## src/rtl/if_fetch_if.sv

```systemverilog
// ---------------------------------------------------------------------------
// if_fetch_if
// Bundles the two handshakes of the instruction-fetch stage:
//   - instruction-memory request/grant/return bus (imem_*)
//   - IF/ID slot toward decode (id_*), valid/ready
// Modports:
//   master : the fetch stage (drives imem request and the IF/ID slot)
//   slave  : the environment (memory and decode side)
// Optional member id_exc_o exists only when IF_MISALIGN_CHECK_EN is defined.
// ---------------------------------------------------------------------------
interface if_fetch_if;
  logic        imem_req_o;
  logic [31:0] imem_addr_o;
  logic        imem_gnt_i;
  logic        imem_rvalid_i;
  logic [31:0] imem_rdata_i;
  logic        id_valid_o;
  logic        id_ready_i;
  logic [31:0] id_pc_o;
  logic [31:0] id_pc4_o;
  logic [31:0] id_inst_o;
`ifdef IF_MISALIGN_CHECK_EN
  logic        id_exc_o;

  modport master (
    output imem_req_o, imem_addr_o,
    input  imem_gnt_i, imem_rvalid_i, imem_rdata_i,
    output id_valid_o, id_pc_o, id_pc4_o, id_inst_o, id_exc_o,
    input  id_ready_i
  );

  modport slave (
    input  imem_req_o, imem_addr_o,
    output imem_gnt_i, imem_rvalid_i, imem_rdata_i,
    input  id_valid_o, id_pc_o, id_pc4_o, id_inst_o, id_exc_o,
    output id_ready_i
  );
`else
  modport master (
    output imem_req_o, imem_addr_o,
    input  imem_gnt_i, imem_rvalid_i, imem_rdata_i,
    output id_valid_o, id_pc_o, id_pc4_o, id_inst_o,
    input  id_ready_i
  );

  modport slave (
    input  imem_req_o, imem_addr_o,
    output imem_gnt_i, imem_rvalid_i, imem_rdata_i,
    input  id_valid_o, id_pc_o, id_pc4_o, id_inst_o,
    output id_ready_i
  );
`endif
endinterface

```

## src/rtl/if_fetch.sv

```systemverilog
// ---------------------------------------------------------------------------
// if_fetch
// Instruction-fetch stage sitting behind the 32-bit PC register. Issues one
// instruction-memory request at a time for the registered PC, pulses the PC
// register enable when the request is granted, and places the returned word
// into the IF/ID slot. A one-entry hold buffer absorbs a return that arrives
// while decode is stalled; flush_i kills in-flight and buffered instructions.
//
// Ports:
//   clk      rising-edge clock
//   clr      synchronous reset, active-high
//   pc_i     current PC from the PC register
//   pc_en_o  PC register enable (sequential advance only), same cycle as grant
//   flush_i  redirect; kills slot, hold buffer and any in-flight return
//   bus      if_fetch_if.master: imem_* request bus and id_* slot to decode
//
// Optional feature (macro IF_MISALIGN_CHECK_EN): a misaligned pc_i is never
// fetched; instead the slot is loaded with a NOP carrying id_exc_o=1 and the
// stage parks in REQ until a flush redirects it. With the macro undefined
// there is no id_exc_o and pc_i[1:0] is simply dropped from the address.
// ---------------------------------------------------------------------------
module if_fetch #(
  parameter logic [31:0] NOP_INST = 32'h0000_0000,
  parameter logic [31:0] PC_STEP  = 32'd4
) (
  input  logic        clk,
  input  logic        clr,
  input  logic [31:0] pc_i,
  output logic        pc_en_o,
  input  logic        flush_i,
  if_fetch_if.master  bus
);

  typedef enum logic [1:0] {
    S_REQ  = 2'd0,
    S_WAIT = 2'd1,
    S_HOLD = 2'd2
  } state_t;

  // Modulo-2^32 successor address of a slot PC.
  function automatic logic [31:0] next_pc(input logic [31:0] pc);
    return pc + PC_STEP;
  endfunction

  state_t      state_r;
  logic [31:0] pend_pc_r;    // PC of the request currently outstanding / held
  logic [31:0] hold_inst_r;  // returned word parked while decode stalls
  logic        hold_vld_r;
  logic        drop_r;       // next return belongs to a flushed request

  logic        id_valid_r;
  logic [31:0] id_pc_r;
  logic [31:0] id_pc4_r;
  logic [31:0] id_inst_r;
`ifdef IF_MISALIGN_CHECK_EN
  logic        id_exc_r;
`endif

  logic        req_s;
  logic        slot_free_s;
  logic        misalign_s;

`ifdef IF_MISALIGN_CHECK_EN
  assign misalign_s = (pc_i[1:0] != 2'b00);
`else
  assign misalign_s = 1'b0;
`endif

  // Request is only raised in REQ, and never on a flush or misaligned PC.
  always_comb begin
    req_s = 1'b0;
    if (state_r == S_REQ) begin
      req_s = ~flush_i & ~misalign_s;
    end else begin
      req_s = 1'b0;
    end
  end

  // A slot accepts new data if it is empty or being consumed this cycle.
  assign slot_free_s     = ~id_valid_r | bus.id_ready_i;

  assign bus.imem_req_o  = req_s;
  assign bus.imem_addr_o = {pc_i[31:2], 2'b00};
  // Grant while not requesting is ignored because req_s gates it.
  assign pc_en_o         = req_s & bus.imem_gnt_i;

  assign bus.id_valid_o  = id_valid_r;
  assign bus.id_pc_o     = id_pc_r;
  assign bus.id_pc4_o    = id_pc4_r;
  assign bus.id_inst_o   = id_inst_r;
`ifdef IF_MISALIGN_CHECK_EN
  assign bus.id_exc_o    = id_exc_r;
`endif

  // Fetch FSM, hold buffer and IF/ID slot registers.
  always_ff @(posedge clk) begin
    if (clr) begin
      state_r     <= S_REQ;
      pend_pc_r   <= 32'h0000_0000;
      hold_inst_r <= NOP_INST;
      hold_vld_r  <= 1'b0;
      drop_r      <= 1'b0;
      id_valid_r  <= 1'b0;
      id_pc_r     <= 32'h0000_0000;
      id_pc4_r    <= PC_STEP;
      id_inst_r   <= NOP_INST;
`ifdef IF_MISALIGN_CHECK_EN
      id_exc_r    <= 1'b0;
`endif
    end else begin
      // Consumption empties the slot; a same-cycle load below overrides it.
      if (id_valid_r && bus.id_ready_i) begin
        id_valid_r <= 1'b0;
        id_inst_r  <= NOP_INST;
`ifdef IF_MISALIGN_CHECK_EN
        id_exc_r   <= 1'b0;
`endif
      end

      if (flush_i) begin
        // Flush outranks every other event this cycle.
        id_valid_r  <= 1'b0;
        id_inst_r   <= NOP_INST;
        hold_vld_r  <= 1'b0;
        hold_inst_r <= NOP_INST;
`ifdef IF_MISALIGN_CHECK_EN
        id_exc_r    <= 1'b0;
`endif
        case (state_r)
          S_REQ: begin
            state_r <= S_REQ;
          end
          S_WAIT: begin
            if (bus.imem_rvalid_i) begin
              // The return is the flushed word itself; nothing left to drop.
              drop_r  <= 1'b0;
              state_r <= S_REQ;
            end else begin
              drop_r  <= 1'b1;
              state_r <= S_WAIT;
            end
          end
          S_HOLD: begin
            state_r <= S_REQ;
          end
          default: begin
            drop_r  <= 1'b0;
            state_r <= S_REQ;
          end
        endcase
      end else begin
        case (state_r)
          S_REQ: begin
            if (misalign_s) begin
              if (slot_free_s) begin
                id_valid_r <= 1'b1;
                id_pc_r    <= pc_i;
                id_pc4_r   <= next_pc(pc_i);
                id_inst_r  <= NOP_INST;
`ifdef IF_MISALIGN_CHECK_EN
                id_exc_r   <= 1'b1;
`endif
              end
              state_r <= S_REQ;
            end else if (req_s && bus.imem_gnt_i) begin
              pend_pc_r <= pc_i;
              state_r   <= S_WAIT;
            end else begin
              state_r <= S_REQ;
            end
          end
          S_WAIT: begin
            if (!bus.imem_rvalid_i) begin
              state_r <= S_WAIT;
            end else if (drop_r) begin
              drop_r  <= 1'b0;
              state_r <= S_REQ;
            end else if (slot_free_s) begin
              id_valid_r <= 1'b1;
              id_pc_r    <= pend_pc_r;
              id_pc4_r   <= next_pc(pend_pc_r);
              id_inst_r  <= bus.imem_rdata_i;
`ifdef IF_MISALIGN_CHECK_EN
              id_exc_r   <= 1'b0;
`endif
              state_r    <= S_REQ;
            end else begin
              hold_inst_r <= bus.imem_rdata_i;
              hold_vld_r  <= 1'b1;
              state_r     <= S_HOLD;
            end
          end
          S_HOLD: begin
            // Slot is known valid here, so ready means it drains this cycle.
            if (bus.id_ready_i && hold_vld_r) begin
              id_valid_r  <= 1'b1;
              id_pc_r     <= pend_pc_r;
              id_pc4_r    <= next_pc(pend_pc_r);
              id_inst_r   <= hold_inst_r;
`ifdef IF_MISALIGN_CHECK_EN
              id_exc_r    <= 1'b0;
`endif
              hold_vld_r  <= 1'b0;
              state_r     <= S_REQ;
            end else if (!hold_vld_r) begin
              state_r <= S_REQ;
            end else begin
              state_r <= S_HOLD;
            end
          end
          default: begin
            drop_r  <= 1'b0;
            state_r <= S_REQ;
          end
        endcase
      end
    end
  end

endmodule

```

## src/flat_wrapper.sv

```systemverilog
// flat-port wrapper written by rule: the top's interface ports become plain ports
module if_fetch_flat 
#(
  parameter logic [31:0] NOP_INST = 32'h0000_0000,
  parameter logic [31:0] PC_STEP  = 32'd4
)
  (clk, clr, pc_i, pc_en_o, flush_i, bus_imem_req_o, bus_imem_addr_o, bus_imem_gnt_i, bus_imem_rvalid_i, bus_imem_rdata_i, bus_id_valid_o, bus_id_pc_o, bus_id_pc4_o, bus_id_inst_o, bus_id_ready_i);
  if_fetch_if bus_i ();
  input  logic clk;
  input  logic clr;
  input  logic [31:0] pc_i;
  output logic pc_en_o;
  input  logic flush_i;
  output wire logic [$bits(bus_i.imem_req_o)-1:0] bus_imem_req_o;
  output wire logic [$bits(bus_i.imem_addr_o)-1:0] bus_imem_addr_o;
  input wire logic [$bits(bus_i.imem_gnt_i)-1:0] bus_imem_gnt_i;
  input wire logic [$bits(bus_i.imem_rvalid_i)-1:0] bus_imem_rvalid_i;
  input wire logic [$bits(bus_i.imem_rdata_i)-1:0] bus_imem_rdata_i;
  output wire logic [$bits(bus_i.id_valid_o)-1:0] bus_id_valid_o;
  output wire logic [$bits(bus_i.id_pc_o)-1:0] bus_id_pc_o;
  output wire logic [$bits(bus_i.id_pc4_o)-1:0] bus_id_pc4_o;
  output wire logic [$bits(bus_i.id_inst_o)-1:0] bus_id_inst_o;
  input wire logic [$bits(bus_i.id_ready_i)-1:0] bus_id_ready_i;
  assign bus_imem_req_o = bus_i.imem_req_o;
  assign bus_imem_addr_o = bus_i.imem_addr_o;
  assign bus_i.imem_gnt_i = bus_imem_gnt_i;
  assign bus_i.imem_rvalid_i = bus_imem_rvalid_i;
  assign bus_i.imem_rdata_i = bus_imem_rdata_i;
  assign bus_id_valid_o = bus_i.id_valid_o;
  assign bus_id_pc_o = bus_i.id_pc_o;
  assign bus_id_pc4_o = bus_i.id_pc4_o;
  assign bus_id_inst_o = bus_i.id_inst_o;
  assign bus_i.id_ready_i = bus_id_ready_i;
  if_fetch #(.NOP_INST(NOP_INST), .PC_STEP(PC_STEP)) u_core (.clk(clk), .clr(clr), .pc_i(pc_i), .pc_en_o(pc_en_o), .flush_i(flush_i), .bus(bus_i));
endmodule
```

## config.mk

```make
export PLATFORM = sky130hd
export DESIGN_NAME = if_fetch_flat
export DESIGN_NICKNAME = d
export VERILOG_FILES = /design/src/rtl/if_fetch_if.sv /design/src/rtl/if_fetch.sv /design/src/flat_wrapper.sv
export SDC_FILE = /design/constraint.sdc
export NUM_CORES = 1
export LEC_CHECK = 0
export ABC_AREA = 1
export BUFFER_PORTS_ARGS = -buffer_cell sky130_fd_sc_hd__buf_2
export CAP_MARGIN = 10
export CORE_MARGIN = 2
export CORE_UTILIZATION = 25
export CTS_BUF_LIST = sky130_fd_sc_hd__clkbuf_4 sky130_fd_sc_hd__clkbuf_8
export CTS_CLUSTER_SIZE = 30
export DETAILED_ROUTE_END_ITERATION = 8
export REMOVE_ABC_BUFFERS = 1
export SYNTH_ARGS = -nofsm -noshare
export SYNTH_HDL_FRONTEND = slang
export SYNTH_SLANG_ARGS = --single-unit
```

## constraint.sdc

```tcl
create_clock -name clk -period 2.3 [get_ports clk]
set_input_delay 0.23 -clock clk [delete_from_list [all_inputs] [get_ports clk]]
set_output_delay 0.23 -clock clk [all_outputs]
set_load 0.1 [all_outputs]
```

==> results.env, run 1 <==
RELSLEWSLACK=0.487
GLOBALROUTEMET3UTIL=0.0315
POST_SYNTHESIS_CELL_TYPE_COUNT=32
CLOCK_LATENCY_NS=0.46
OUTCOME='finished, final reports clean'
CLOCK_SINK_COUNT=163
PIN_COUNT_OF_THE_BIGGEST_NET_ENTERING_GLOBAL_ROUTING=97
P_COMB_FRAC=0.165
POST_DRT_VIA_CELL_RATIO=4.54
POSTROUTEWIRELENGTH_UM=22100
DETAILEDROUTE.FIRSTITERATIONVIOLATIONS=589
SYNTHESIS.AREA_PER_INSTANCE_SQ_UM=7.22
DETAIL_ROUTE.FIRST_PASS.ITERATIONS=5
DOMINANT_CELLS_BY_AREA_AFTER_SYNTHESIS='sky130_fd_sc_hd__dfxtp_1, sky130_fd_sc_hd__a21oi_1, sky130_fd_sc_hd__nand2_1, sky130_fd_sc_hd__o21ai_0, sky130_fd_sc_hd__nand3_1'
WHS_PATH_DEPTH=3
PLACEMENT_ROWS=62
YOSYS.AREA.TOP_TYPE_SHARE=0.449
GLOBAL_ROUTE.USAGE.MET1=0.196
GRT_PASS1_VIAS=6423
LAUNCH_POINT_OF_THE_WORST_HOLD_PATH='bus_imem_rdata_i[5]'
SYNTHESIS.AREA_SQ_UM=7270
ANTENNA_DIODE_COUNT=0
CTS.REPORTEDPATHS.CLKPINSLEW_NS=0.10
ROUTE.ANTENNA.REMAINING_NETS=0
GR-USAGE-MET2=0.230
START_KIND='register'
POSTPLACECELLAREA_SQ_UM=8380
WORSTPATHARRIVAL_NS=1.86
PERIOD_SHARE=0.909
PORT-BUFFER-COUNT=198
WORST_SETUP_PATH_CLASS='register to output pin'
SWITCHING_POWER_uW=2060
PRE_CTS_WS_NS=0.384
IRDROPWORSTVDD_mV=0.312
HOLD_PATH_END='u_core.hold_inst_r[5]'
TRITONCTS.NUM_BUFFERS=17
TIMING.CRITICAL_PATH.REQUIRED_NS=2.07
IOS=201
SWITCHING_SHARE=0.335
SEQ_POWER_SHARE=0.483
FINCLKSKEW_NS=0.0197
MAX_CLOCK_FREQ_GHz=0.478
YS_SEQ_AREA_FRAC=0.449
TIMING_WORST_SLEW_PIN_VALUE_NS=0.768
FINAL_HOLD_VIOL_COUNT=0
RR_WORST_DEPTH=8
GLOBALROUTEOVERFLOWTOTAL=0
COMBINED_AREA_OF_THE_MULTI_INPUT_LOGIC_CELLS_SQ_UM=3120
DP.CELLS=1511
COREAREA_SQ_UM=28700
SYNTH_WARNINGS=0
P_CLK_FRAC=0.352
POST-DP-HPWL_UM=15400
WL_PER_CELL_UM=14.3
GRT_SETUP_UNREPAIRED='false'
CRITPATHCAPTURETYPE='output pin'
NETLIST_INSTANCES=1006
TRITONCTS='yes'
ROUTABILITY_DRIVEN_PLACEMENT_CONGESTION_RATIO=0.878
TIMING.RR.END='u_core.bus.id_inst_o[15]'
NETLIST.TOP_CELL.BY_AREA='sky130_fd_sc_hd__dfxtp_1'
PERIOD_MINUS_SLACK_NS=2.09
FILL_CELLS=3172
GRT.BUSIEST_LAYER='met2'
FINAL_STAGE_NET_COUNT=1227
WORST_HOLD_PATH_TYPE='primary input to register'
CLOCK_TREE.ROOT_CELL='sky130_fd_sc_hd__clkbuf_8'
EFFECTIVE_UTILIZATION_AT_FLOORPLAN=0.253
SHARE_OF_POST_ROUTE_CELLS_WITH_DRIVE_STRENGTH_ABOVE_1=0.224
YS_FF_LATCH=163
CTS_MAX_LEVEL=4
WORST_SLACK_NS=0.210
CRITICAL_PATH_PEAK_FANOUT=18
NUMBER_OF_REMAINING_DRC_ERRORS=0
DRV_SLEW=0
FINALNONFILLERCELLS=1549
TIMING.SETUP.TNS_NS=0
CELLPOWERDENSITY_nW_PER_UM2=695
VIAS=7032
GR-USAGE-ALL-LAYERS=0.143
CTS_MAX_PATH_BUFFERS=2
REGAREA_SQ_UM=3260
MAXCAP_VIOL_COUNT=0
DIEAREA_SQ_UM=30500
DIE_X_UM=175
DIEHEIGHT_UM=175
CELL_INTERNAL_PWR_uW=4080
GRT_PASS1_WL_UM=34700
POSTLAYOUTCELLAREA_SQ_UM=8840
FINAL-SETUP-VIOL-COUNT=0
SETUP.REG_TO_REG.WORST_SLACK_NS=0.38
INITIAL_ANTENNA_VIOLATION_COUNT=0
CTS_SETUP_BUFFERS=0
SYN_TO_FINAL_GROWTH_PCT=21.6
CELLLEAKAGEPOWER_uW=0.00379
CRIT-REG2REG-LAUNCH='u_core.state_r[1]'
==> worst max-delay path: stages, from the launching register on <==
cell and delay, ns:
sky130_fd_sc_hd__dfxtp_1 0.35, sky130_fd_sc_hd__inv_1 0.09, sky130_fd_sc_hd__ha_1 0.16, sky130_fd_sc_hd__inv_1 0.05
sky130_fd_sc_hd__nor2_1 0.18, sky130_fd_sc_hd__nand2_4 0.18, sky130_fd_sc_hd__inv_1 0.19, sky130_fd_sc_hd__buf_12 0.20
==> per-layer routing <==
metal	routed length, um	up-vias
li1	-	3566
met2	10000	214
met1	10600	3235
met5	0	-
met3	1280	17
met4	167	0
==> cell usage in the layout, fill, tap and decap left out, drive strengths merged <==
cell type,count
o211ai,1
nor2,99
and3,1
a31oi,1
buf,215
nand3,90
dlygate4sd3,6
bufinv,2
a211oi,8
o211a,5
clkinvlp,3
ha,5
conb,2
dfxtp,163
clkinv,9
nor3,6
nand4,2
nand2,160
a221oi,1
inv,96
or2,1
clkbuf,18
o31a,1
xor2,12
a21oi,129
o21ai,129
==> power by group through the flow <==
stage | registers [uW] | clock network, uW | logic (uW)
final | 2960 | 2160 | 1020
after global routing | 2970 | 2340 | 1080
after CTS | 2960 | 2230 | 1020
after detailed placement | 3030 | 0 | 1010
after global placement | 3030 | 0 | 1010
after floorplan | 3300 | 0 | 253
==> Yosys cell counts <==
master,instances
sky130_fd_sc_hd__dfxtp_1,163
sky130_fd_sc_hd__nand2_1,159
sky130_fd_sc_hd__a21oi_1,128
sky130_fd_sc_hd__o21ai_0,117
sky130_fd_sc_hd__nor2_1,93
sky130_fd_sc_hd__inv_1,90
sky130_fd_sc_hd__nand3_1,90
sky130_fd_sc_hd__buf_4,41
sky130_fd_sc_hd__clkbuf_1,33
sky130_fd_sc_hd__buf_2,15
sky130_fd_sc_hd__o21ai_1,12
sky130_fd_sc_hd__xor2_1,12
sky130_fd_sc_hd__a211oi_1,8
sky130_fd_sc_hd__nor2_2,6
sky130_fd_sc_hd__buf_1,5
sky130_fd_sc_hd__ha_1,5
sky130_fd_sc_hd__nor3_1,5
sky130_fd_sc_hd__o211a_1,5
sky130_fd_sc_hd__clkinv_1,3
sky130_fd_sc_hd__inv_2,3
sky130_fd_sc_hd__nand4_1,2
sky130_fd_sc_hd__a21oi_2,1
sky130_fd_sc_hd__a221oi_1,1
sky130_fd_sc_hd__a31oi_1,1
sky130_fd_sc_hd__and3_1,1
sky130_fd_sc_hd__buf_6,1
sky130_fd_sc_hd__conb_1,1
sky130_fd_sc_hd__nand2_2,1
sky130_fd_sc_hd__nor3_2,1
sky130_fd_sc_hd__o211ai_1,1
sky130_fd_sc_hd__o31a_1,1
sky130_fd_sc_hd__or2_1,1
==> logic make-up (layout without fill, tap and decap cells) <==
kind of cell	count (synthesis)	after routing	synth area share
flip-flops	163	163	0.449
AO/OA/AOI/OAI	275	275	0.198
adder cells (fa/ha/maj)	5	5	0.00861
AND/OR/NAND/NOR	359	359	0.206
XOR/XNOR	12	12	0.0145
buffers and inverters	191	349	0.123
other	1	2	0.000516
==> registers in the layout (all words and copies together), names as in the netlist <==
signal                 cells
u_core.state_r             2
u_core.drop_r              1
u_core.pend_pc_r          32
u_core.hold_inst_r        32
u_core.bus.id_pc4_o       32
u_core.hold_vld_r          1
u_core.bus.id_pc_o        30
u_core.bus.id_inst_o      32
u_core.bus.id_valid_o      1
==> area by class of cell <==
| cell class | instances | area share |
|---|---|---|
| Sequential cell | 163 | 0.369 |
| Multi-Input combinational cell | 653 | 0.353 |
| Timing Repair Buffer | 221 | 0.138 |
| Tap cell | 384 | 0.0544 |
| Inverter | 96 | 0.0408 |
| Clock buffer | 18 | 0.0273 |
| Clock inverter | 14 | 0.0174 |
==> worst max-delay path by stage <==
stage,start,to,slack [ns],cells after the start
final,u_core.state_r[0],pc_en_o,0.21,7
after floorplan,u_core.state_r[0],u_core.pend_pc_r[17],-2.14,8
after CTS,u_core.state_r[0],pc_en_o,0.10,7
after detailed placement,u_core.state_r[1],u_core.bus.id_inst_o[30],0.38,8
after global placement,u_core.state_r[1],u_core.bus.id_inst_o[7],0.41,8
after global routing,u_core.state_r[0],pc_en_o,0.04,7
==> what timing repair did <==
item | CTS | global route
setup endpoints to repair | 0 | 1
resized for setup | 0 | 1
hold buffers | 6 | 0
endpoints found under the hold margin | 6 | 0
==> through the flow <==
step / util / power [uW] / hold slack [ns]
after floorplan: - / 3550 / 0.299
after detailed placement: 0.292 / 4040 / 0.442
after CTS: 0.308 / 6210 / 0.000416
after global placement: 0.292 / 4040 / 0.433
after global routing: 0.308 / 6390 / 0.0153
final: 0.308 / 6140 / 0.0235
(Power assumes the default switching activity.)
==> inputs of run 2 (changes only) <==
==> constraint.sdc (replaced) <==
create_clock -name clk -period 2.24 [get_ports clk]
set_input_delay 0.224 -clock clk [delete_from_list [all_inputs] [get_ports clk]]
set_output_delay 0.224 -clock clk [all_outputs]
set_load 0.1 [all_outputs]
==> run 2 against run 1 <==
Effect of this change: flip-flop and latch count is the same; register-to-register slack got worse by 0.08 ns; clock-buffer cell count stayed put; largest cell class unchanged.
==> results.env, run 2 (synthesis gave the netlist of run 1 again) <==
TIMING_WORST_SLEW_PIN_VALUE_NS=0.748
MOSTFREQUENTLAYOUTCELL='sky130_fd_sc_hd__buf_2'
CLOCK_LATENCY_NS=0.46
COMBINED_AREA_OF_THE_MULTI_INPUT_LOGIC_CELLS_SQ_UM=3120
CRITPATHCAPTURETYPE='output pin'
TIMING.CRITICAL_PATH.REQUIRED_NS=2.02
PERIOD_SHARE=0.906
TOTAL_POWER_uW=6420
GR-USAGE-ALL-LAYERS=0.140
WORST_SLACK_NS=0.211
PRE_CTS_WS_NS=0.328
CTS_MAX_PATH_BUFFERS=2
CLOCK_TREE.ROOT_CELL='sky130_fd_sc_hd__clkbuf_8'
CRIT_FAMILY='buffers and inverters'
FINAL-SETUP-VIOL-COUNT=0
CELLPOWERDENSITY_nW_PER_UM2=721
WORSTPATHARRIVAL_NS=1.80
DETAIL_ROUTE.FIRST_PASS.ITERATIONS=5
GRT_PASS1_WL_UM=34000
TRITONCTS.NUM_BUFFERS=17
POST-DP-HPWL_UM=15500
POSTROUTEWIRELENGTH_UM=21700
CRITICAL_PATH_PEAK_FANOUT=21
IOS=201
CTS_MAX_LEVEL=4
POST_DRT_VIA_CELL_RATIO=4.46
WORST_HOLD_PATH_TYPE='primary input to register'
GRT_SETUP_UNREPAIRED='false'
WORST_SETUP_PATH_CLASS='register to output pin'
NUMBER_OF_REMAINING_DRC_ERRORS=0
RELSLEWSLACK=0.500
ROUTABILITY_DRIVEN_PLACEMENT_CONGESTION_RATIO=0.836
OUTCOME='finished, final reports clean'
ROUTE.ANTENNA.REMAINING_NETS=0
GLOBALROUTEOVERFLOWTOTAL=0
DIEHEIGHT_UM=175
START_KIND='register'
DIEAREA_SQ_UM=30500
CTS_SETUP_BUFFERS=0
CRITICAL_PATH_CELL_BY_CELL='inv_1 > ha_1 > inv_1 > nor2_2 > nand2_4 > inv_2 > buf_12'
INITIAL_ANTENNA_VIOLATION_COUNT=0
TRITONCTS='yes'
CELLLEAKAGEPOWER_uW=0.00383
COMMONEST_NON_FILL_NON_TAP_CELLS_IN_THE_LAYOUT='sky130_fd_sc_hd__buf_2, sky130_fd_sc_hd__dfxtp_1, sky130_fd_sc_hd__nand2_1'
PORT-BUFFER-COUNT=198
PIN_COUNT_OF_THE_BIGGEST_NET_ENTERING_GLOBAL_ROUTING=82
PERIOD_MINUS_SLACK_NS=2.03
IRDROPWORSTVDD_mV=0.310
SYN_TO_FINAL_GROWTH_PCT=22.5
FINALNONFILLERCELLS=1552
PLACEMENT_ROWS=62
REGAREA_SQ_UM=3260
CLOCK_SINK_COUNT=163
EFFECTIVE_UTILIZATION_AT_FLOORPLAN=0.253
FINAL_HOLD_VIOL_COUNT=0
CRITICAL-PATH-MAX-STAGE-DELAY_NS=0.35
COREAREA_SQ_UM=28700
DRV_SLEW=0
FINCLKSKEW_NS=0.0180
DETAILEDROUTE.FIRSTITERATIONVIOLATIONS=466
CRIT_PATH_TOP_DELAY_CELL='sky130_fd_sc_hd__dfxtp_1'
DIE_X_UM=175
MAX_CLOCK_FREQ_GHz=0.493
TIMING.CRITICAL_PATH.BUF_INV=4
FILL_CELLS=3154
DP.CELLS=1514
MAXCAP_VIOL_COUNT=0
FINAL_STAGE_NET_COUNT=1230
CRIT_TOP_CELL='sky130_fd_sc_hd__inv_1'
ANTENNA_DIODE_COUNT=0
TIMING.SETUP.TNS_NS=0
GRT_PASS1_VIAS=6394
CTS.REPORTEDPATHS.CLKPINSLEW_NS=0.10
VIAS=6920
WL_PER_CELL_UM=14.0
SHARE_OF_POST_ROUTE_CELLS_WITH_DRIVE_STRENGTH_ABOVE_1=0.228
[run 2: cell count changes in the layout (fill, tap and decap cells not counted), sizes merged]
cell      before  now
inv           96   97
bufinv         2    3
buf          215  218
clkinvlp       3    1
[run 2: cell type report]
class                           count  area share
Timing Repair Buffer              224       0.141
Inverter                           96      0.0405
Tap cell                          384      0.0540
Clock buffer                       18      0.0278
Sequential cell                   163       0.366
Multi-Input combinational cell    653       0.351
Clock inverter                     14      0.0198
[run 2: final timing paths]
kind                           from                       to  slack (ns)  depth (start not counted)
max               u_core.state_r[0]                  pc_en_o        0.21                          7
min            bus_imem_rdata_i[14]   u_core.hold_inst_r[14]        0.03                          3
max reg2reg       u_core.state_r[1]  u_core.bus.id_pc4_o[19]        0.30                         11
min reg2reg  u_core.hold_inst_r[19]   u_core.hold_inst_r[19]        0.45                          2
[run 2: metal layers]
layer  GRT usage  vias to the layer above  wire length (um)
li1            -                     3567                 -
met1       0.191                     3119             10400
met2       0.226                      226              9870
met3      0.0300                        8              1300
met4      0.0351                        0               114
met5           0                        -                 0
[run 2: repair_timing]
item	CTS	global route
endpoints found under the setup margin	1	1
hold endpoints to repair	6	0
pin swaps	0	1
hold buffers	6	0
cloned	0	0
gates resized for setup	1	2
[run 2: per-stage QoR]
step            util  hold WS [ns]  area, sq um
2_1_floorplan      -         0.293         6740
3_3_place_gp   0.293         0.434         8410
3_5_place_dp   0.293         0.440         8410
4_1_cts        0.310      0.000432         8900
5_1_grt        0.310       0.00712         8900
6_report       0.310        0.0328         8900
[run 2: worst min-delay path, stage by stage]
cell,delay [ns]
sky130_fd_sc_hd__buf_2,0.10
sky130_fd_sc_hd__inv_1,0.06
sky130_fd_sc_hd__a21oi_1,0.06
[run 2: where the power goes]
| part | total, uW | internal, uW | switching [uW] | leakage (uW) |
|---|---|---|---|---|
| Clock | 2330 | 1150 | 1180 | 0.000216 |
| Combinational | 1050 | 204 | 843 | 0.00229 |
| Sequential | 3040 | 2980 | 65.5 | 0.00132 |
| Total | 6420 | 4330 | 2090 | 0.00383 |
==> inputs of run 3 (changes only) <==
--- a/config.mk
+++ b/config.mk
@@ -13,6 +13,7 @@
 export CTS_BUF_LIST = sky130_fd_sc_hd__clkbuf_4 sky130_fd_sc_hd__clkbuf_8
 export CTS_CLUSTER_SIZE = 30
 export DETAILED_ROUTE_END_ITERATION = 8
+export GPL_TIMING_DRIVEN = 0
 export REMOVE_ABC_BUFFERS = 1
 export SYNTH_ARGS = -nofsm -noshare
 export SYNTH_HDL_FRONTEND = slang
==> run 3 against run 2 <==
Effect of this change: flip-flop and latch count did not move; worst setup slack got worse by 0.10 ns; design area is 1.2% higher; worst hold slack lost 0.0064 ns; sequential share of layout area is 0.45 points lower; clock-buffer cell count stayed put; clock skew hardly changed; cell count is 0.58% lower; utilization up 0.38 points; largest cell class unchanged; largest power group unchanged.
==> results.env, run 3 (synthesis gave the netlist of run 1 again) <==
PERIOD_MINUS_SLACK_NS=2.13
IRDROPWORSTVDD_mV=0.402
TRITONCTS='yes'
TOTAL_POWER_uW=6600
CRIT_FAMILY='buffers and inverters'
DRV_SLEW=0
FILL_CELLS=3143
WL_PER_CELL_UM=15.5
RR_WORST_DEPTH=9
CRIT_TOP_CELL='sky130_fd_sc_hd__inv_1'
CRIT_PATH_DEPTH=6
INITIAL_ANTENNA_VIOLATION_COUNT=0
DIEAREA_SQ_UM=30500
FINAL_HOLD_VIOL_COUNT=0
TIMING.CRITICAL_PATH.REQUIRED_NS=2.02
MAX_CLOCK_FREQ_GHz=0.469
POST-ROUTE-UTIL=0.314
MOSTFREQUENTLAYOUTCELL='sky130_fd_sc_hd__buf_2'
ANTENNA_DIODE_COUNT=0
CTS_MAX_LEVEL=4
POST_DRT_VIA_CELL_RATIO=4.66
DIEHEIGHT_UM=175
CELL_INTERNAL_PWR_uW=4440
SWITCHING_SHARE=0.328
CRITICAL-PATH-MAX-STAGE-DELAY_NS=0.43
SEQ_POWER_SHARE=0.461
EFFECTIVE_UTILIZATION_AT_FLOORPLAN=0.253
WORST_SETUP_PATH_CLASS='register to output pin'
PORT-BUFFER-COUNT=198
CRITPATHCAPTURETYPE='output pin'
TIMING_WORST_SLEW_PIN_VALUE_NS=1.14
PIN_COUNT_OF_THE_BIGGEST_NET_ENTERING_GLOBAL_ROUTING=49
WORST_SLACK_NS=0.107
CLOCK_TREE.ROOT_CELL='sky130_fd_sc_hd__clkbuf_8'
P_CLK_FRAC=0.375
TIMING.CRITICAL_PATH.BUF_INV=4
COMMONEST_NON_FILL_NON_TAP_CELLS_IN_THE_LAYOUT='sky130_fd_sc_hd__buf_2, sky130_fd_sc_hd__dfxtp_1, sky130_fd_sc_hd__nand2_1'
OUTCOME='finished, final reports clean'
RELSLEWSLACK=0.236
COREAREA_SQ_UM=28700
PRE_CTS_WS_NS=-2.02
NUMBER_OF_REMAINING_DRC_ERRORS=0
WHS_PATH_DEPTH=3
P_COMB_FRAC=0.164
CLOCK_LATENCY_NS=0.45
WORSTPATHARRIVAL_NS=1.91
CRIT_PATH_TOP_DELAY_CELL='sky130_fd_sc_hd__buf_2'
DETAILEDROUTE.FIRSTITERATIONVIOLATIONS=375
ROUTABILITY_DRIVEN_PLACEMENT_CONGESTION_RATIO=0.787
CRITICAL_PATH_PEAK_FANOUT=3
IOS=201
FINAL-SETUP-VIOL-COUNT=0
VIAS=7190
DETAIL_ROUTE.FIRST_PASS.ITERATIONS=5
TIMING.SETUP.TNS_NS=0
PERIOD_SHARE=0.952
PLACEMENT_ROWS=62
GRT_PASS1_VIAS=6530
TRITONCTS.NUM_BUFFERS=17
FINCLKSKEW_NS=0.0184
DIE_X_UM=175
ROUTE.ANTENNA.REMAINING_NETS=0
CRITICAL_PATH_CELL_BY_CELL='inv_1 > ha_4 > inv_1 > nor2_4 > buf_4 > buf_2'
CTS_MAX_PATH_BUFFERS=2
FINAL_STAGE_NET_COUNT=1221
SHARE_OF_POST_ROUTE_CELLS_WITH_DRIVE_STRENGTH_ABOVE_1=0.232
CELLPOWERDENSITY_nW_PER_UM2=733
SYN_TO_FINAL_GROWTH_PCT=24.0
CELLLEAKAGEPOWER_uW=0.00382
MAXCAP_VIOL_COUNT=0
GLOBALROUTEOVERFLOWTOTAL=0
CLOCK_SINK_COUNT=163
SWITCHING_POWER_uW=2170
GRT_PASS1_WL_UM=36300
START_KIND='register'
WORST_HOLD_PATH_TYPE='primary input to register'
CTS.REPORTEDPATHS.CLKPINSLEW_NS=0.10
GR-USAGE-ALL-LAYERS=0.151
POSTROUTEWIRELENGTH_UM=23900
POST-DP-HPWL_UM=14800
GRT_SETUP_UNREPAIRED='false'
[run 3: final timing paths]
check | startpoint | endpoint | slack [ns]
setup reg to reg | u_core.state_r[1] | u_core.bus.id_pc_o[21] | 0.22
setup / recovery | u_core.state_r[1] | bus_imem_req_o | 0.11
hold / removal | bus_imem_rdata_i[2] | u_core.hold_inst_r[2] | 0.03
hold reg to reg | u_core.hold_inst_r[23] | u_core.hold_inst_r[23] | 0.45
[run 3: power groups by stage]
| stage | registers (uW) | clock network, uW | logic, uW |
|---|---|---|---|
| after floorplan | 3390 | 0 | 260 |
| after global placement | 3110 | 0 | 1010 |
| after detailed placement | 3110 | 0 | 1030 |
| after CTS | 3040 | 2520 | 1090 |
| after global routing | 3050 | 2640 | 1140 |
| final | 3040 | 2480 | 1080 |
[run 3: area by class of cell]
| class | instances | area [sq um] | area share |
|---|---|---|---|
| timing repair buffer | 211 | 1190 | 0.132 |
| inverter | 96 | 388 | 0.0430 |
| sequential | 163 | 3260 | 0.362 |
| timing repair inverter | 1 | 16.3 | 0.00180 |
| clock inverter | 14 | 201 | 0.0223 |
| multi-input combinational | 656 | 3230 | 0.358 |
| clock buffer | 18 | 241 | 0.0268 |
| tap | 384 | 480 | 0.0533 |
[run 3: tightest hold or removal path, stage by stage]
cell and delay [ns]:
sky130_fd_sc_hd__buf_2 0.10, sky130_fd_sc_hd__inv_1 0.06, sky130_fd_sc_hd__a21oi_1 0.05
[run 3: metrics by stage]
step / instance area (sq um) / cells / hold slack (ns)
2_1_floorplan: 6740 / 912 / 0.293
3_3_place_gp: 8210 / 1494 / 0.434
3_5_place_dp: 8280 / 1497 / 0.439
4_1_cts: 8950 / 1539 / 0.000435
5_1_grt: 9010 / 1543 / 0.00340
6_report: 9010 / 1543 / 0.0264
[run 3: per-layer routing]
| metal | part of all wire | up-vias | track usage |
|---|---|---|---|
| li1 | - | 3543 | - |
| met1 | 0.45 | 3344 | 0.202 |
| met2 | 0.47 | 280 | 0.246 |
| met3 | 0.067 | 23 | 0.0317 |
| met4 | 0.013 | 0 | 0.0403 |
| met5 | 0 | - | 0 |
[run 3: timing repair]
action / in CTS / in global routing
hold buffers: 3 / 0
cloned: 5 / 0
endpoints found under the setup margin: 107 / 96
resized for setup: 29 / 6
setup buffers: 2 / 4
pin swaps: 4 / 5
hold endpoints to repair: 3 / 0
